===== src/rtl/weight_access_arbiter_if.sv =====
// Bundle of requester handshakes and weight-memory pins for weight_access_arbiter.
// The master modport is the requester/memory side; the slave modport is the arbiter.
interface weight_access_arbiter_if #(
    parameter int AW = 7
);
    logic          init_start;
    logic          rd_req;
    logic [AW-1:0] rd_addr;
    logic          wr_req;
    logic [AW-1:0] wr_addr;
    logic          rd_gnt;
    logic          rd_done;
    logic          wr_gnt;
    logic          wr_done;
    logic          init_busy;
    logic          mem_In;
    logic [AW-1:0] mem_Address;
    logic          mem_WE;
    logic          mem_en;
    logic          err;

    modport master (
        output init_start, rd_req, rd_addr, wr_req, wr_addr,
        input  rd_gnt, rd_done, wr_gnt, wr_done, init_busy,
        input  mem_In, mem_Address, mem_WE, mem_en, err
    );

    modport slave (
        input  init_start, rd_req, rd_addr, wr_req, wr_addr,
        output rd_gnt, rd_done, wr_gnt, wr_done, init_busy,
        output mem_In, mem_Address, mem_WE, mem_en, err
    );
endinterface


===== src/rtl/weight_access_arbiter.sv =====
// Weight-memory sequencer: init sweep, then read/write burst arbitration held for OP_LAT cycles.
// Optional macro WR_PRIORITY_EN: ties in IDLE always go to the write requester.
module weight_access_arbiter #(
    parameter int DEPTH  = 65,
    parameter int N      = 10,
    parameter int AW     = 7,
    parameter int OP_LAT = 2
) (
    input  logic                   i_clk,
    input  logic                   i_rst_n,
    weight_access_arbiter_if.slave io_bus
);
    localparam int IW = $clog2(DEPTH);
    localparam int OW = $clog2(OP_LAT + 1);
    localparam logic [IW-1:0] INIT_LAST = IW'(DEPTH - 1);
    localparam logic [OW-1:0] OP_LAST   = OW'(OP_LAT - 1);
    localparam logic [AW:0]   N_EXT     = (AW+1)'(N);
    localparam logic [AW:0]   DEPTH_EXT = (AW+1)'(DEPTH);
    localparam logic          SIDE_RD   = 1'b0;
    localparam logic          SIDE_WR   = 1'b1;

    typedef enum logic [1:0] {
        ST_INIT   = 2'd0,
        ST_IDLE   = 2'd1,
        ST_ACCESS = 2'd2,
        ST_RESP   = 2'd3
    } state_t;

    state_t        r_state;
    state_t        w_state_nxt;
    logic [IW-1:0] r_init_cnt;
    logic [IW-1:0] w_init_cnt_nxt;
    logic [OW-1:0] r_op_cnt;
    logic [OW-1:0] w_op_cnt_nxt;
    logic          r_side;
    logic          w_side_nxt;

    logic          w_req_any;
    logic          w_grant_side;
    logic [AW-1:0] w_grant_addr;
    logic          w_grant_bad;
    logic          w_take;

    logic          r_rd_gnt,    w_rd_gnt_nxt;
    logic          r_rd_done,   w_rd_done_nxt;
    logic          r_wr_gnt,    w_wr_gnt_nxt;
    logic          r_wr_done,   w_wr_done_nxt;
    logic          r_init_busy, w_init_busy_nxt;
    logic          r_mem_in,    w_mem_in_nxt;
    logic [AW-1:0] r_mem_addr,  w_mem_addr_nxt;
    logic          r_mem_we,    w_mem_we_nxt;
    logic          r_mem_en,    w_mem_en_nxt;
    logic          r_err,       w_err_nxt;

`ifndef WR_PRIORITY_EN
    logic          r_last_grant;

    // Round-robin history: remembers which side owned the memory last.
    always_ff @(posedge i_clk or negedge i_rst_n) begin
        if (!i_rst_n) begin
            r_last_grant <= SIDE_WR;
        end else if (w_take) begin
            r_last_grant <= w_grant_side;
        end else begin
            r_last_grant <= r_last_grant;
        end
    end
`endif

    // Request selection and address range check for the candidate grant.
    always_comb begin
        w_req_any    = io_bus.rd_req | io_bus.wr_req;
        w_grant_side = SIDE_RD;
        if (io_bus.rd_req && io_bus.wr_req) begin
`ifdef WR_PRIORITY_EN
            w_grant_side = SIDE_WR;
`else
            w_grant_side = ~r_last_grant;
`endif
        end else if (io_bus.wr_req) begin
            w_grant_side = SIDE_WR;
        end else begin
            w_grant_side = SIDE_RD;
        end
        w_grant_addr = (w_grant_side == SIDE_WR) ? io_bus.wr_addr : io_bus.rd_addr;
        w_grant_bad  = (({1'b0, w_grant_addr} + N_EXT) > DEPTH_EXT);
        w_take       = (r_state == ST_IDLE) && !io_bus.init_start && w_req_any;
    end

    // State and sequencing counters.
    always_ff @(posedge i_clk or negedge i_rst_n) begin
        if (!i_rst_n) begin
            r_state    <= ST_INIT;
            r_init_cnt <= {IW{1'b0}};
            r_op_cnt   <= {OW{1'b0}};
            r_side     <= SIDE_RD;
        end else begin
            r_state    <= w_state_nxt;
            r_init_cnt <= w_init_cnt_nxt;
            r_op_cnt   <= w_op_cnt_nxt;
            r_side     <= w_side_nxt;
        end
    end

    // Next-state logic; INIT leaves only after the busy flag has been up for DEPTH cycles.
    always_comb begin
        w_state_nxt = r_state;
        case (r_state)
            ST_INIT: begin
                if (r_init_busy && (r_init_cnt == INIT_LAST)) begin
                    w_state_nxt = ST_IDLE;
                end else begin
                    w_state_nxt = ST_INIT;
                end
            end
            ST_IDLE: begin
                if (io_bus.init_start) begin
                    w_state_nxt = ST_INIT;
                end else if (w_req_any) begin
                    w_state_nxt = w_grant_bad ? ST_RESP : ST_ACCESS;
                end else begin
                    w_state_nxt = ST_IDLE;
                end
            end
            ST_ACCESS: begin
                if (r_op_cnt == OP_LAST) begin
                    w_state_nxt = ST_RESP;
                end else begin
                    w_state_nxt = ST_ACCESS;
                end
            end
            ST_RESP: begin
                w_state_nxt = ST_IDLE;
            end
            default: begin
                w_state_nxt = ST_INIT;
            end
        endcase
    end

    // Output logic: next values of every registered output, derived from the next state.
    always_comb begin
        w_side_nxt      = w_take ? w_grant_side : r_side;
        w_init_cnt_nxt  = {IW{1'b0}};
        w_op_cnt_nxt    = {OW{1'b0}};
        if ((r_state == ST_INIT) && r_init_busy && (w_state_nxt == ST_INIT)) begin
            w_init_cnt_nxt = r_init_cnt + {{(IW-1){1'b0}}, 1'b1};
        end else begin
            w_init_cnt_nxt = {IW{1'b0}};
        end
        if ((r_state == ST_ACCESS) && (w_state_nxt == ST_ACCESS)) begin
            w_op_cnt_nxt = r_op_cnt + {{(OW-1){1'b0}}, 1'b1};
        end else begin
            w_op_cnt_nxt = {OW{1'b0}};
        end
        w_init_busy_nxt = (w_state_nxt == ST_INIT);
        w_mem_in_nxt    = (w_state_nxt == ST_INIT);
        w_mem_en_nxt    = (w_state_nxt == ST_ACCESS);
        w_rd_gnt_nxt    = ((w_state_nxt == ST_ACCESS) || (w_state_nxt == ST_RESP)) &&
                          (w_side_nxt == SIDE_RD);
        w_wr_gnt_nxt    = ((w_state_nxt == ST_ACCESS) || (w_state_nxt == ST_RESP)) &&
                          (w_side_nxt == SIDE_WR);
        w_rd_done_nxt   = (w_state_nxt == ST_RESP) && (w_side_nxt == SIDE_RD);
        w_wr_done_nxt   = (w_state_nxt == ST_RESP) && (w_side_nxt == SIDE_WR);
        // Address and direction only move on a real memory access, so they stay stable throughout.
        if (w_take && !w_grant_bad) begin
            w_mem_addr_nxt = w_grant_addr;
            w_mem_we_nxt   = w_grant_side;
        end else begin
            w_mem_addr_nxt = r_mem_addr;
            w_mem_we_nxt   = r_mem_we;
        end
        w_err_nxt = r_err | (w_take & w_grant_bad);
    end

    // Output registers.
    always_ff @(posedge i_clk or negedge i_rst_n) begin
        if (!i_rst_n) begin
            r_rd_gnt    <= 1'b0;
            r_rd_done   <= 1'b0;
            r_wr_gnt    <= 1'b0;
            r_wr_done   <= 1'b0;
            r_init_busy <= 1'b0;
            r_mem_in    <= 1'b0;
            r_mem_addr  <= {AW{1'b0}};
            r_mem_we    <= 1'b0;
            r_mem_en    <= 1'b0;
            r_err       <= 1'b0;
        end else begin
            r_rd_gnt    <= w_rd_gnt_nxt;
            r_rd_done   <= w_rd_done_nxt;
            r_wr_gnt    <= w_wr_gnt_nxt;
            r_wr_done   <= w_wr_done_nxt;
            r_init_busy <= w_init_busy_nxt;
            r_mem_in    <= w_mem_in_nxt;
            r_mem_addr  <= w_mem_addr_nxt;
            r_mem_we    <= w_mem_we_nxt;
            r_mem_en    <= w_mem_en_nxt;
            r_err       <= w_err_nxt;
        end
    end

    assign io_bus.rd_gnt      = r_rd_gnt;
    assign io_bus.rd_done     = r_rd_done;
    assign io_bus.wr_gnt      = r_wr_gnt;
    assign io_bus.wr_done     = r_wr_done;
    assign io_bus.init_busy   = r_init_busy;
    assign io_bus.mem_In      = r_mem_in;
    assign io_bus.mem_Address = r_mem_addr;
    assign io_bus.mem_WE      = r_mem_we;
    assign io_bus.mem_en      = r_mem_en;
    assign io_bus.err         = r_err;
endmodule


===== src/flat_wrapper.sv =====
// flat-port wrapper written by rule: the top's interface ports become plain ports
module weight_access_arbiter_flat 
#(
    parameter int DEPTH  = 65,
    parameter int N      = 10,
    parameter int AW     = 7,
    parameter int OP_LAT = 2
)
  (i_clk, i_rst_n, io_bus_init_start, io_bus_rd_req, io_bus_rd_addr, io_bus_wr_req, io_bus_wr_addr, io_bus_rd_gnt, io_bus_rd_done, io_bus_wr_gnt, io_bus_wr_done, io_bus_init_busy, io_bus_mem_In, io_bus_mem_Address, io_bus_mem_WE, io_bus_mem_en, io_bus_err);
  weight_access_arbiter_if #(.AW(AW)) io_bus_i ();
  input  logic i_clk;
  input  logic i_rst_n;
  input wire logic [$bits(io_bus_i.init_start)-1:0] io_bus_init_start;
  input wire logic [$bits(io_bus_i.rd_req)-1:0] io_bus_rd_req;
  input wire logic [$bits(io_bus_i.rd_addr)-1:0] io_bus_rd_addr;
  input wire logic [$bits(io_bus_i.wr_req)-1:0] io_bus_wr_req;
  input wire logic [$bits(io_bus_i.wr_addr)-1:0] io_bus_wr_addr;
  output wire logic [$bits(io_bus_i.rd_gnt)-1:0] io_bus_rd_gnt;
  output wire logic [$bits(io_bus_i.rd_done)-1:0] io_bus_rd_done;
  output wire logic [$bits(io_bus_i.wr_gnt)-1:0] io_bus_wr_gnt;
  output wire logic [$bits(io_bus_i.wr_done)-1:0] io_bus_wr_done;
  output wire logic [$bits(io_bus_i.init_busy)-1:0] io_bus_init_busy;
  output wire logic [$bits(io_bus_i.mem_In)-1:0] io_bus_mem_In;
  output wire logic [$bits(io_bus_i.mem_Address)-1:0] io_bus_mem_Address;
  output wire logic [$bits(io_bus_i.mem_WE)-1:0] io_bus_mem_WE;
  output wire logic [$bits(io_bus_i.mem_en)-1:0] io_bus_mem_en;
  output wire logic [$bits(io_bus_i.err)-1:0] io_bus_err;
  assign io_bus_i.init_start = io_bus_init_start;
  assign io_bus_i.rd_req = io_bus_rd_req;
  assign io_bus_i.rd_addr = io_bus_rd_addr;
  assign io_bus_i.wr_req = io_bus_wr_req;
  assign io_bus_i.wr_addr = io_bus_wr_addr;
  assign io_bus_rd_gnt = io_bus_i.rd_gnt;
  assign io_bus_rd_done = io_bus_i.rd_done;
  assign io_bus_wr_gnt = io_bus_i.wr_gnt;
  assign io_bus_wr_done = io_bus_i.wr_done;
  assign io_bus_init_busy = io_bus_i.init_busy;
  assign io_bus_mem_In = io_bus_i.mem_In;
  assign io_bus_mem_Address = io_bus_i.mem_Address;
  assign io_bus_mem_WE = io_bus_i.mem_WE;
  assign io_bus_mem_en = io_bus_i.mem_en;
  assign io_bus_err = io_bus_i.err;
  weight_access_arbiter #(.DEPTH(DEPTH), .N(N), .AW(AW), .OP_LAT(OP_LAT)) u_core (.i_clk(i_clk), .i_rst_n(i_rst_n), .io_bus(io_bus_i));
endmodule

===== config.mk =====
export PLATFORM = sky130hd
export DESIGN_NAME = weight_access_arbiter_flat
export DESIGN_NICKNAME = d
export VERILOG_FILES = /design/src/rtl/weight_access_arbiter_if.sv /design/src/rtl/weight_access_arbiter.sv /design/src/flat_wrapper.sv
export SDC_FILE = /design/constraint.sdc
export NUM_CORES = 1
export LEC_CHECK = 0
export ABC_CLOCK_PERIOD_IN_PS = 3900
export CAP_MARGIN = 20
export CORE_ASPECT_RATIO = 1.1
export CORE_MARGIN = 8
export CORE_UTILIZATION = 49
export CTS_CLUSTER_SIZE = 40
export DETAILED_ROUTE_END_ITERATION = 8
export MAX_ROUTING_LAYER = met4
export PLACE_DENSITY = 0.79
export RECOVER_POWER = 100
export SYNTH_ARGS = -nofsm -noshare
export SYNTH_HDL_FRONTEND = slang
export SYNTH_SLANG_ARGS = --single-unit

===== constraint.sdc =====
create_clock -name i_clk -period 3.9 [get_ports i_clk]
set_input_delay 0.78 -clock i_clk [delete_from_list [all_inputs] [get_ports i_clk]]
set_output_delay 0.78 -clock i_clk [all_outputs]
set_load 0.01 [all_outputs]

==> impl_results.md <==
* Max-Cap Viols at 1
* Slowest cell on the critical path: a311oi_4
* Port Buffers at 34
* Critical Path RT at 4.13 ns
* Max-slew headroom at -0.612%
* H-tree Lvls at 1
* Sequential area share after synthesis at 46.9%
* Reg2Reg Setup Slack at 0.88 ns
* Global-route wire length before repair at 6060 um
* Final Cell Area at 1940 sq um
* Post-synthesis simple-gate area fraction at 19.9%
* Area growth from synthesis to layout at 29.7%
* Adder-cell share of the synthesized area at 3.34%
* Initial Util at 50.4%
* Crit path depth at 11
* N_diodes at 0
* Final setup fails at 0
* PnR Total Power at 1070 uW
* YS warnings at 0
* Worst Setup Path Type: in2reg
* Deepest clock path buffer count at 2
* Pins Over Slew Limit at 29
* Cell Area, Placed at 1910 sq um
* Cell mode on critical path: nand2_1
* Maximum number of pins on one net before global-route repair at 29
* Pwr dens at 549 nW/um^2
* Synth Instances at 153
* Crit path DAT at 3.77 ns
* Worst setup SP type: primary input
* Slowest stage delay, CP at 0.60 ns
* Reg2reg start: u_core.r_last_grant$_DFFE_PN1P_
* Fill cell count at 258
* Post-synthesis compound-gate area fraction at 17.5%
* Status: finished with violations
* Die area at 5080 sq um
* DRT iter0 DRCs at 109
* DRT antenna net count at 0
* Internal power at 684 uW
* Antenna violations before repair at 0
* Switching pwr at 383 uW
* Highest Clock Rate at 0.283 GHz
* DRC at 0
* Failing checks: max-capacitance violations, max-slew violations
* Synthesized cell area at 1500 sq um
* Post-detail-place hpwl at 2890 um
* I/O pin cnt at 35
* Vias/cell at 5.68
* Sequential share of power at 42.6%
* R2R cell count at 10
* Via count at 1296
* Main combinational cell family by area after synthesis: simple AND/OR/NAND/NOR gates
* Post-CTS Setup Repair Bufs at 0
* Worst setup path start: io_bus_rd_req
* Max IR drop VDD at 407 uV
* Post-synth EDFFs at 0
* #FFs+latches synth at 28
* Crit-path max FO at 8
* Setup TNS Final at 0 ns
* Setup crit end: u_core.io_bus.mem_WE$_DFFE_PN0P_
* Post-cts gate resize count at 0
* Worst Hold Class: reg2reg
* Tcrit/Tclk final at 90.7%
* Gpl congestion at 0.989
* Post-synthesis cell type count at 47
* Post-place setup slack at 0.0869 ns
* Overflow after GRT at 0
* FFs w/ async S/R, synth at 100%
* Switching share of power at 35.9%
* WL final at 3610 um
* CTS clk-pin slew, worst paths at 0.16 ns
* Crit path buffers/inverters at 3
* Clock root buffer: clkbuf_4
* Die Height at 74.0 um
* Post-synthesis xor/xnor area fraction at 2.92%
* Hold_buf cts at 0
* Static Leak at 0.000914 uW
* Vias in the first global route at 1328
* Post-layout util at 65.4%
* Synth Flop Type: dfrtp_1
* CP cell instances: dlygate4sd3_1 > a21boi_0 > clkbuf_1 > nand2_1 > nand2_1 > ha_1 > inv_1 > and4_1 > o311ai_0 > a311oi_4 > mux2_2
* Final worst slack at 0.363 ns
* Worst R2R End: u_core.io_bus.mem_WE$_DFFE_PN0P_
* Clock tree sinks at 28
* Gate power share at 44.0%
* Ratio of cells with drive above 1 in the final layout at 9.28%
* CP Capture Type: flop
* Nets at 218
* Mapped Avg Cell Area at 9.79 sq um
* Num CTS Buffers at 3
* Row count at 21
* Final hold vios at 0
* RSZ-0062 raised after global routing: false
* Clk Latency, worst-skew pair at 0.33 ns
* Crit path max-delay family: compound AO/OA/AOI/OAI gates
* Chip Width at 68.7 um
* Avg WL per Cell at 15.8 um
* Skew final at 0.00768 ns
* Total GRT Usage at 15.8%
* Mux contribution to synthesized area at 5.18%
* Core area at 2970 sq um
* Tmin final at 3.54 ns
* DRT Pass-1 Iters at 4
* CTS tree: done
* Clock power frac at 13.4%
* Syn nets at 176
* Worst Max-Slew Pin Slew at 1.51 ns
## cell usage in the layout (no fill, tap or decap), drive strengths merged, types with 2 or more instances in the layout
master,instances
a21o,2
o21bai,2
nor2,13
clkdlybuf4s50,15
nand3,4
dfrtp,27
a31oi,2
mux2,6
nor3,2
nand2b,3
inv,12
or4b,2
a21oi,6
clkbuf,6
buf,5
xnor2,3
o22ai,2
a21boi,2
a211oi,3
o31a,2
o21ai,2
dlygate4sd3,19
and3,2
ha,4
nand2,24
xor2,2
## worst min path at each step
stage	from	end	slack [ns]	cells after the start
floorplan	u_core.r_op_cnt[0]$_DFF_PN0_	u_core.r_op_cnt[0]$_DFF_PN0_	0.41	1
finish	u_core.r_op_cnt[0]$_DFF_PN0_	u_core.r_op_cnt[0]$_DFF_PN0_	0.45	1
detailed placement	u_core.r_op_cnt[0]$_DFF_PN0_	u_core.r_op_cnt[0]$_DFF_PN0_	0.43	1
global placement	u_core.r_op_cnt[0]$_DFF_PN0_	u_core.r_op_cnt[0]$_DFF_PN0_	0.42	1
global route	u_core.r_op_cnt[0]$_DFF_PN0_	u_core.r_op_cnt[0]$_DFF_PN0_	0.49	1
CTS	u_core.r_op_cnt[0]$_DFF_PN0_	u_core.r_op_cnt[0]$_DFF_PN0_	0.45	1
## layer usage
| layer | GRT usage [%] | up-vias | routed length [um] |
|---|---|---|---|
| met4 | 3.79 | 0 | 15 |
| li1 | - | 624 | - |
| met3 | 3.31 | 2 | 228 |
| met5 | - | - | 0 |
| met2 | 25.9 | 44 | 1770 |
| met1 | 19.3 | 626 | 1590 |
## synth_stat cells, types with 2 or more instances
| master | n | area, sq um |
|---|---|---|
| dfrtp_1 | 27 | 676 |
| nand2_1 | 24 | 90.1 |
| nor2_1 | 13 | 48.8 |
| inv_1 | 12 | 45.0 |
| a21oi_1 | 6 | 30.0 |
| mux2_2 | 6 | 67.6 |
| ha_1 | 4 | 50.1 |
| nand3_1 | 4 | 20.0 |
| a211oi_1 | 3 | 22.5 |
| clkbuf_1 | 3 | 11.3 |
| nand2b_1 | 3 | 18.8 |
| xnor2_1 | 3 | 26.3 |
| a21boi_0 | 2 | 15.0 |
| a21o_1 | 2 | 15.0 |
| a31oi_1 | 2 | 12.5 |
| and3_1 | 2 | 12.5 |
| nor3_1 | 2 | 10.0 |
| o21bai_1 | 2 | 15.0 |
| o22ai_1 | 2 | 12.5 |
| o31a_1 | 2 | 17.5 |
| or4b_1 | 2 | 20.0 |
| xor2_1 | 2 | 17.5 |
## layout make-up
type / count / area (sq um) / share of cell area [%]
Inverter: 12 / 45.0 / 2.32
Multi-Input combinational cell: 109 / 732 / 37.7
Tap cell: 34 / 42.5 / 2.19
Clock buffer: 4 / 36.3 / 1.87
Timing Repair Buffer: 41 / 385 / 19.8
Sequential cell: 28 / 702 / 36.1
## kinds of logic (layout without fill, tap and decap cells)
family | after synthesis | after routing
buf+inv | 16 | 57
compound gates | 34 | 34
mux | 7 | 7
xor+xnor | 5 | 5
simple gates | 59 | 59
fa+ha+maj | 4 | 4
flops | 28 | 28
## power groups by stage
stage	combinational (uW)	sequential, uW	clock [uW]
finish	469	454	143
global placement	495	459	0
CTS	503	459	148
floorplan	240	481	0
global route	513	470	159
detailed placement	501	463	0
## sequential cells by signal (all words and copies together) (netlist names)
name	count
u_core.io_bus.init_busy	1
u_core.io_bus.mem_WE	1
u_core.io_bus.mem_en	1
u_core.r_init_cnt	7
u_core.io_bus.wr_done	1
u_core.r_last_grant	1
u_core.io_bus.rd_gnt	1
u_core.io_bus.wr_gnt	1
u_core.r_op_cnt	2
u_core.r_side	1
u_core.r_state	2
u_core.io_bus.rd_done	1
u_core.io_bus.err	1
u_core.io_bus.mem_Address	7
## stage by stage
step | hold WS (ns) | std cells
final | 0.451 | 228
after detailed placement | 0.428 | 224
after global routing | 0.486 | 228
after CTS | 0.448 | 228
after floorplan | 0.410 | 153
after global placement | 0.423 | 224
(Power assumes the default switching activity.)
